$ cat src/rtl/vm_coffee.sv
// Coffee vending controller: resource check, coin/NFC payment, one-cycle brew pulse.
// Credit saturates at 15; any excess over the price of 10 is discarded with no change given.
module vm_coffee #(
  parameter logic [1:0] S0 = 2'b00,
  parameter logic [1:0] S1 = 2'b01,
  parameter logic [1:0] S2 = 2'b10
) (
  input  logic       clk,
  input  logic       rst,
  input  logic [4:0] water,
  input  logic       beans,
  input  logic       c10,
  input  logic       c5,
  input  logic       nfc,
  output logic       coffee,
  output logic       error
);

  typedef enum logic [1:0] {
    StIdle = S0,
    StPay  = S1,
    StBrew = S2
  } state_e;

  state_e     state_q, state_d;
  logic [3:0] credit_q, credit_d;
  logic       error_q, error_d;

  logic       res_ok;
  logic [4:0] sum;
  logic [3:0] sum_sat;

  assign res_ok  = beans && (water >= 5'd2);
  assign sum     = {1'b0, credit_q} + (c10 ? 5'd10 : 5'd0) + (c5 ? 5'd5 : 5'd0);
  assign sum_sat = (sum > 5'd15) ? 4'd15 : sum[3:0];

  always_comb begin
    state_d  = state_q;
    credit_d = credit_q;
    error_d  = 1'b0;
    case (state_q)
      StIdle: begin
        if (res_ok) begin
          state_d = StPay;
        end else begin
          error_d = 1'b1;
        end
      end
      StPay: begin
        // Resource loss aborts the purchase even if payment arrives this cycle.
        if (!res_ok) begin
          state_d  = StIdle;
          credit_d = 4'd0;
          error_d  = 1'b1;
        end else if (nfc || (sum_sat >= 4'd10)) begin
          state_d  = StBrew;
          credit_d = 4'd0;
        end else begin
          credit_d = sum_sat;
        end
      end
      StBrew: begin
        state_d  = StIdle;
        credit_d = 4'd0;
      end
      default: begin
        state_d  = StIdle;
        credit_d = 4'd0;
      end
    endcase
  end

  always_ff @(posedge clk or posedge rst) begin
    if (rst) begin
      state_q  <= StIdle;
      credit_q <= 4'd0;
      error_q  <= 1'b0;
    end else begin
      state_q  <= state_d;
      credit_q <= credit_d;
      error_q  <= error_d;
    end
  end

  assign coffee = (state_q == StBrew);
  assign error  = error_q;

endmodule

$ cat config.mk
export PLATFORM = sky130hd
export DESIGN_NAME = vm_coffee
export DESIGN_NICKNAME = d
export VERILOG_FILES = /design/src/rtl/vm_coffee.sv
export SDC_FILE = /design/constraint.sdc
export NUM_CORES = 1
export LEC_CHECK = 0
export BUFFER_PORTS_ARGS = -buffer_cell sky130_fd_sc_hd__buf_2
export CAP_MARGIN = 20
export CELL_PAD_IN_SITES_DETAIL_PLACEMENT = 0
export CELL_PAD_IN_SITES_GLOBAL_PLACEMENT = 1
export CORE_MARGIN = 2
export CORE_UTILIZATION = 35
export DETAILED_ROUTE_END_ITERATION = 10
export GPL_TIMING_DRIVEN = 0
export PLACE_DENSITY = 0.75
export SLEW_MARGIN = 25
export SYNTH_ARGS = -nofsm -noshare
export SYNTH_HDL_FRONTEND = slang
export SYNTH_SLANG_ARGS = --single-unit
$ cat constraint.sdc
create_clock -name clk -period 2.9 [get_ports clk]
set_input_delay 0.145 -clock clk [delete_from_list [all_inputs] [get_ports clk]]
set_output_delay 0.145 -clock clk [all_outputs]
set_load 0.005 [all_outputs]
* Word level (Yosys, flattened, before mapping)
Index checks and enable logic that the tools add are counted.
Word-level totals: logic and storage cells 29, output and inout bits 2, input port bits 11, register bits 7
Operators by class: magnitude comparators 3, $add $sub $neg 2, reductions and logical operators 5, equal/unequal tests 4, multiplexer cells 12
Operators by type and width (number):
- 4-bit two-way mux | 4
- 4-bit case mux with 2 select lines | 1
- 2-bit two-way mux | 3
- 4-bit by 4-bit adder with 5-bit output | 1
- 5-bit by 3-bit adder with 5-bit output | 1
- 5-bit by 2-bit >= comparator with 1-bit output (second input constant) | 1
- 5-bit by 4-bit greater-than comparator with 1-bit output (second input constant) | 1
- 4-bit >= comparator (second input constant) | 1
- 2-bit case mux with 2 select lines | 1
- 3-bit two-way mux | 1
- 3-bit != test (second input constant) | 1
- 2-bit by 1-bit == test with 1-bit output (second input constant) | 1
- 2-bit == test (second input constant) | 1
- 2-bit logical NOT | 1
- 1-bit two-way mux | 2
- 2-bit != test (second input constant) | 1
- 2-bit AND reduction | 1
- 2-bit OR reduction | 1
- 1-bit logical AND | 1
- 1-bit logical OR | 1

* Depth between registers and ports, before layout
Gate-level depths: netlist (run 1).
depth after elaboration 10, gate-level depth with buffers 7, mapped depth without buffers 7

* Least setup slack after synthesis (run 1)
Ideal clock, no wire load.
path kind register to register, start point reg credit_q[0], end point reg credit_q[0], setup slack 1075 ps, arrival 1704 ps, library setup time 121 ps, data required time 2779 ps, period minus slack after synthesis 1825 ps, cell stages (with the launch flop) 8, buffers on the path 0, cells stage by stage dfrtp_1 -> ha_1 -> inv_1 -> fa_1 -> and3b_4 -> a2111oi_4 -> and3_1 -> a32o_2
Between the ends: word-level cells in the longest chain between the ends 9
Ends and longest elaborated chain:
- start: declaration | RTL line 26 | logic [3:0] credit_q, credit_d;
- start signal: assignment | RTL line 80 | credit_q <= credit_d;
- 4-bit by 4-bit adder with 5-bit output (*) | RTL line 34 | assign sum = {1'b0, credit_q} + (c10 ? 5'd10 : 5'd0) + (c5 ? 5'd5 : 5'd0);
- 5-bit by 3-bit adder with 5-bit output (*) | RTL line 34
- 5-bit by 4-bit greater-than comparator with 1-bit output | RTL line 35 | assign sum_sat = (sum > 5'd15) ? 4'd15 : sum[3:0];
- 4-bit two-way mux (*) | RTL line 35
- 4-bit >= comparator | RTL line 55 | end else if (nfc || (sum_sat >= 4'd10)) begin
- 1-bit logical OR | RTL line 55
- 4-bit two-way mux (*) | RTL line 55
- 4-bit two-way mux (*) | RTL line 51 | if (!res_ok) begin
- 4-bit case mux with 2 select lines (*) | RTL line 41 | case (state_q)
Mark *: on every way between the ends. The rest lies on a longest branch, timed or not. A chain may end at the register's enable or synchronous reset.

* Worst setup path in the final report (run 1)
Ends and elaborated chain as after synthesis.

==> results by group, run 1 <==
Routing
  – DRT Wirelength: 872 um
  – Antenna-violating nets left: 0
  – Drt initial violations: 10
  – Met2 wire len: 433 um
  – Vias post-DR: 385
  – Top Metal Used: met4
  – Wirelength per Cell: ~12 um
  – Number of iterations in the first detailed-routing pass: 4
  – Routed length on met3: 48 um
  – Via density per instance: 5.13
  – Remaining DRCs: 0
  – Metal-1 WL: between 300 and 400 um

Worst setup path
  – WP buf/inv: 1
  – CP max FO: 4
  – Worst-path cell chain: ha_1 -> inv_1 -> fa_1 -> and3b_4 -> a2111oi_4 -> and3_1 -> a32o_2
  – CP endpoint kind: register
  – Worst endpoint required time: slightly above 3000 ps
  – Critical path class: reg2reg
  – Peak per-stage delay on the critical path: around 400 ps
  – Worst Path Arrival: about 2100 ps
  – CP Launch Type: register
  – Worst path slowest cell: fa_1
  – Worst path top cell family by delay: adder cells

Clock network
  – Root Buffer: clkbuf_4
  – Sink Count: 7
  – Maximum root-to-sink buffer count: 2
  – CTS tree: yes
  – Worst skew pair latency: 250 ps
  – Htree depth: 1
  – Clk slew on worst S/H paths: 50 ps
  – CTS Buf Count: 3
  – Post-CTS sizing: 0

Finish
  – Area of the multi-input gates: 300 um2
  – Nets: 77
  – Final non-filler cell total: 75
  – Share of layout cells above drive strength 1: a little over a third
  – Fillers: about 140
  – Area delta synth->final: 22.4%
  – Reg area: 175 um2
  – Diode count: 0
  – Final non-filler cell area: 601 um2

Timing
  – Setup TNS Final: 0 ps
  – Post-route clock period utilization: 66.8%
  – Worst Clk Skew: approximately 1.3 ps
  – Worst-Margin Slew: 483 ps
  – Setup Viol. Count Final: 0
  – Final Hold Viols: 0
  – Max-slew violations: 0
  – Post-layout min period: between 1500 and 2000 ps
  – RSZ-0062 raised after global routing: false
  – Fmax: between 0.5 and 0.6 GHz
  – Slew HR: 67.6%

Yosys
  – Largest area contributor in the netlist: dfrtp_1
  – Cells after Synth: 44
  – Mapped Avg Cell Area: 11.1 um2
  – Post-synthesis cell type count: 25
  – Top-count cell post-synth: dfrtp_1
  – Seq cells post-synth: 7
  – Synth Flop Type: dfrtp_1
  – Async SR Flop Fraction: 100%
  – Post-Syn Nets: 60
  – Number of enable flip-flop cells after synthesis: 0
  – Post-Syn Area: approximately 500 um2
  – Yosys synthesis warning count: 0
  – Commonest cells in the netlist: dfrtp_1 (7), ha_1 (4), inv_1 (4), nand2_1 (4)
  – Area contributors post-synth: dfrtp_1 (36%), ha_1 (10%), a2111oi_4 (5.6%)
  – Register area share after synthesis: 35.7%
  – Share of the synthesized area in the top cell type: a little over a third

Pwr
  – Sw power: 0.0000946 W
  – Combinational share of power: a little under 30%
  – Int Pwr: 0.000202 W
  – Total power: roughly 0.00030 W
  – Leakage: between 0.2 and 0.3 nW
  – PwrDens: 495 nW/um2
  – Reg power frac: slightly above 40%
  – Peak VDD IR: 0.000299 V
  – Switch share: 31.8%
  – Clock share of power: 29.7%

GRT
  – Global-route congestion overflow total: 0
  – Largest net degree at the start of global routing: 8
  – Initial antenna violation count: 0
  – Number of global-route vias before repair: about 380
  – Global-route wire length before repair: 1.47 mm
  – GRT Util Overall: 11.2%

Flow run
  – Max Cap Viol: 0

Floorplanning
  – Die footprint: 1720 um2
  – # rows: 13
  – Die height: 41.4 um
  – Core Area: 1300 um2
  – Initial Utilization: roughly 38%
  – DIE WIDTH: 41.4 um
  – Top-level I/O count: 13

Placed design
  – I/O Buffers: 11
  – Dpl hpwl: 707 um
  – Global placer's final weighted congestion: 0.721
  – Area post-placement: about 560 um2
  – Placed Instances: 70

Status
  – Status: finished, final reports clean

Min path
  – Hold Crit Class: in2reg
==> worst paths after layout <==
check | from | to | slack, ps | cells past startpoint
max | credit_q[0] | credit_q[0] | 960 | 7
min | nfc | state_q[1] | 200 | 3
max reg2reg | credit_q[0] | credit_q[0] | 960 | 7
min reg2reg | credit_q[2] | credit_q[2] | 500 | 2
max in group asynchronous | rst | credit_q[0] | 2330 | 3
min in group asynchronous | rst | credit_q[2] | 370 | 3
==> cell type report <==
| cell class | instances | share of cell area, % |
|---|---|---|
| clock buffer | 4 | 4.38 |
| tap | 15 | 3.13 |
| multi-input combinational | 33 | 50.0 |
| inverter | 4 | 2.50 |
| timing repair buffer | 12 | 10.8 |
| sequential | 7 | 29.2 |
==> worst min-delay path: stages <==
cell and delay, ps:
buf_2 100, a2111oi_4 60, a21oi_1 110
==> per-stage QoR <==
step	setup WS (ps)	util [%]	hold WS, ps
final	962	46.2	204
after global routing	817	46.2	211
after CTS	965	46.2	198
after detailed placement	971	43.4	83.0
after global placement	979	43.4	90.3
after floorplan	1070	-	-51.6
==> logic make-up after synthesis <==
| group | synth area share, % |
|---|---|
| flip-flops | 35.7 |
| buffers and inverters | 3.06 |
| XOR/XNOR | 1.79 |
| AND/OR/NAND/NOR | 15.6 |
| adder cells (fa/ha/maj) | 14.3 |
| AO/OA/AOI/OAI | 29.6 |
==> cell usage in the layout, fill, tap and decap left out, types with 2 or more instances in the layout <==
master / Yosys / layout
a32o_2: 2 / 2
buf_2: 0 / 11
clkbuf_4: 0 / 3
dfrtp_1: 7 / 7
ha_1: 4 / 4
inv_1: 4 / 4
nand2_1: 4 / 4
nor2_1: 2 / 2
nor2b_1: 2 / 2
o31ai_1: 2 / 2
==> routing by layer <==
layer | vias up | global-route usage (%)
met5 | - | 0
met4 | 0 | 3.87
met3 | 3 | 5.22
met2 | 5 | 18.4
met1 | 181 | 12.6
li1 | 196 | -
==> flip-flops by register name, indices dropped and copies added (netlist names) <==
register  count
credit_q      4
state_q       2
error         1
==> what timing repair did <==
action,CTS,global route
setup endpoints to repair,0,0
buffers inserted,0,0
hold buffers,1,0
endpoints found under the hold margin,7,0
==> power groups by stage <==
stage	clock, W	sequential [W]	combinational, W
floorplan	0	0.000119	0.0000634
detailed placement	0	0.000122	0.0000875
finish	0.0000883	0.000120	0.0000886
global placement	0	0.000122	0.0000873
CTS	0.0000928	0.000120	0.0000887
global route	0.0000979	0.000122	0.0000994
(Power assumes the default switching activity.)
==> inputs of run 2 (changes only) <==
- ABC_AREA: not set -> 1
- PLACE_DENSITY: 0.75 -> 0.78
- clock period: 2.9 -> 1.8 ns (I/O delays scaled with it)
==> results by group, run 2 <==
Status
  – Status: finished, final reports clean

Finish
  – Biggest register: credit_q
  – Share of layout cells above drive strength 1: 32.6% (-2.4 points)
  – Diode count: 0 (unchanged)
  – Largest register FFs: 4 (unchanged)
  – Most frequent cells in the layout: nand2_1 (20), inv_1 (12), buf_2 (11)
  – Nets: 109 (+42%)
  – Final non-filler cell total: 108 (+44%)
  – Most common cell after layout, fill and taps aside: nand2_1
  – Area delta synth->final: 20.1%

Clock network
  – CTS Buf Count: 3 (unchanged)
  – Htree depth: 1 (unchanged)
  – Worst skew pair latency: 250 ps (about the same)
  – Clk slew on worst S/H paths: 50 ps (about the same)
  – Maximum root-to-sink buffer count: 2 (unchanged)
  – Root Buffer: clkbuf_4
  – CTS tree: yes
  – Sink Count: 7 (unchanged)

Worst setup path
  – Worst Path Arrival: 1790 ps (-290 ps)
  – CP endpoint kind: register
  – Worst-path cell chain: ha_2 -> inv_1 -> fa_2 -> inv_1 -> o21ai_0 -> inv_1 -> nand3_1 -> nand2_1
  – Crit path top cell by count: inv_1
  – Worst path slowest cell: fa_2
  – CP max FO: 2 (-2)
  – CP Launch Type: register
  – Peak per-stage delay on the critical path: 540 ps (+140 ps)
  – Worst endpoint required time: 1930 ps (-1110 ps)
  – Critical path class: reg2reg

Timing
  – Final Hold Viols: 0 (unchanged)
  – Post-layout min period: 1650 ps (-285 ps)
  – Post-route clock period utilization: 91.8% (+25 points)
  – Max-slew violations: 0 (unchanged)
  – Fmax: 0.605 GHz (+17%)
  – Setup TNS Final: 0 ps (unchanged)
  – Worst-Margin Slew: 292 ps (-191 ps)
  – Worst Clk Skew: 4.39 ps (+3.07 ps)
  – Slew HR: 80.5% (+13 points)
  – RSZ-0062 raised after global routing: false
  – Setup Viol. Count Final: 0 (unchanged)

Placed design
  – Dpl hpwl: 836 um (+18%)
  – Placed Instances: 103 (+47%)
  – Global placer's final weighted congestion: 0.757 (+5.1%)
  – I/O Buffers: 11 (unchanged)

Floorplanning
  – Top-level I/O count: 13 (unchanged)
  – DIE WIDTH: 44.6 um (+7.7%)
  – Core Area: 1520 um2 (+17%)
  – Die footprint: 1990 um2 (+16%)
  – Die height: 44.6 um (+7.7%)
  – # rows: 14 (+1)
  – Initial Utilization: 37.9% (+0.24 points)

Routing
  – Wirelength per Cell: 9.59 um (-17%)
  – Antenna-violating nets left: 0 (unchanged)
  – Number of iterations in the first detailed-routing pass: 2 (-2)
  – DRT Wirelength: 1.04 mm (+19%)
  – Drt initial violations: 4 (-6)
  – Remaining DRCs: 0 (unchanged)
  – Vias post-DR: 503 (+31%)
  – Via density per instance: 4.66 (-9.3%)

Yosys
  – Mapped Avg Cell Area: 7.61 um2 (-32%)
  – Top-count cell post-synth: nand2_1
  – Seq cells post-synth: 7 (unchanged)
  – Area contributors post-synth: dfrtp_1 (30%), nand2_1 (13%), ha_1 (8.7%)
  – Async SR Flop Fraction: 100% (unchanged)
  – Commonest cells in the netlist: nand2_1 (20), inv_1 (13), dfrtp_1 (7)
  – Cells after Synth: 76 (+73%)
  – Share of the synthesized area in the top cell type: 30.3% (-5.4 points)
  – Largest area contributor in the netlist: dfrtp_1
  – Number of enable flip-flop cells after synthesis: 0 (unchanged)
  – Post-synthesis cell type count: 20 (-20%)
  – Post-Syn Area: 578 um2 (+18%)
  – Yosys synthesis warning count: 0 (unchanged)
  – Register area share after synthesis: 30.3% (-5.4 points)
  – Post-Syn Nets: 92 (+53%)
  – Synth Flop Type: dfrtp_1

Pwr
  – PwrDens: 652 nW/um2 (+32%)
  – Int Pwr: 0.000310 W (+53%)
  – Switch share: 31.6% (-0.26 points)
  – Peak VDD IR: 0.000537 V (+79%)
  – Clock share of power: 30.5% (+0.8 points)
  – Reg power frac: 39.6% (-0.9 points)
  – Sw power: 0.000143 W (+51%)
  – Combinational share of power: 29.9% (about the same)
  – Leakage: 0.405 nW (+38%)

GRT
  – GRT Util Overall: 12.9% (+1.8 points)
  – Initial antenna violation count: 0 (unchanged)
  – Global-route wire length before repair: 1.81 mm (+23%)
  – Number of global-route vias before repair: 482 (+28%)
  – Global-route congestion overflow total: 0 (unchanged)
  – Largest net degree at the start of global routing: 8 (unchanged)

Flow run
  – Max Cap Viol: 0 (unchanged)

Min path
  – Hold Crit Class: in2reg
[run 2: power by group through the flow]
stage | Clock [W] | Combinational, W | Sequential (W)
final | 0.000138 | 0.000136 | 0.000179
after global routing | 0.000153 | 0.000155 | 0.000181
after CTS | 0.000145 | 0.000135 | 0.000179
after detailed placement | 0 | 0.000133 | 0.000182
after global placement | 0 | 0.000132 | 0.000182
after floorplan | 0 | 0.0000988 | 0.000181
[run 2: layout make-up]
type,count,area [um2]
flip-flops and latches,7,175
inverters,16,60.1
multi-input cells,53,348
fillers,155,830
repair buffers,12,65.1
well taps,16,20.0
clock buffers,4,26.3
[run 2: cells by family after synthesis]
family / Yosys count / share of synthesized area (%)
compound gates: 6 / 6.28
fa+ha+maj: 5 / 12.1
buf+inv: 16 / 10.4
flops: 7 / 30.3
simple gates: 42 / 40.9
[run 2: repair_timing]
| action | 4_1_cts | 5_1_grt |
|---|---|---|
| hold endpoints to repair | 7 | 0 |
| endpoints found under the setup margin | 0 | 5 |
| resized for setup | 0 | 3 |
| setup buffers | 0 | 0 |
| hold buffers | 1 | 0 |
[run 2: worst max-delay path, delay by kind of cell (launching register included)]
family	cells	cell delay (ps)
compound gates	1	150
simple gates	2	130
fa+ha+maj	2	730
buf+inv	3	170
flops	1	350
[run 2: per-layer routing]
layer / track usage [%] / wire [um]
met1: 16.0 / 469
met2: 20.0 / 492
met3: 6.12 / 73
met4: 3.64 / 0
met5: 0 / 0
[run 2: path summary, 6_finish.rpt]
kind / startpoint / endpoint / slack, ps / depth (start not counted)
max: credit_q[0] / credit_q[1] / 150 / 8
min in group asynchronous: rst / state_q[1] / 310 / 3
min reg2reg: state_q[1] / error / 480 / 1
max in group asynchronous: rst / credit_q[1] / 1280 / 3
min: beans / state_q[1] / 120 / 3
max reg2reg: credit_q[0] / credit_q[1] / 150 / 8
[run 2: metrics by stage]
stage | hold WS (ps) | area (um2) | power (W) | worst slack, ps | util, %
after global routing | 119 | 694 | 0.000489 | 57.8 | 45.6
after floorplan | -107 | 578 | 0.000279 | 247 | -
after CTS | 119 | 689 | 0.000460 | 104 | 45.2
final | 123 | 694 | 0.000453 | 148 | 45.6
after global placement | 26.5 | 653 | 0.000314 | 115 | 42.9
after detailed placement | 27.6 | 653 | 0.000315 | 107 | 42.9
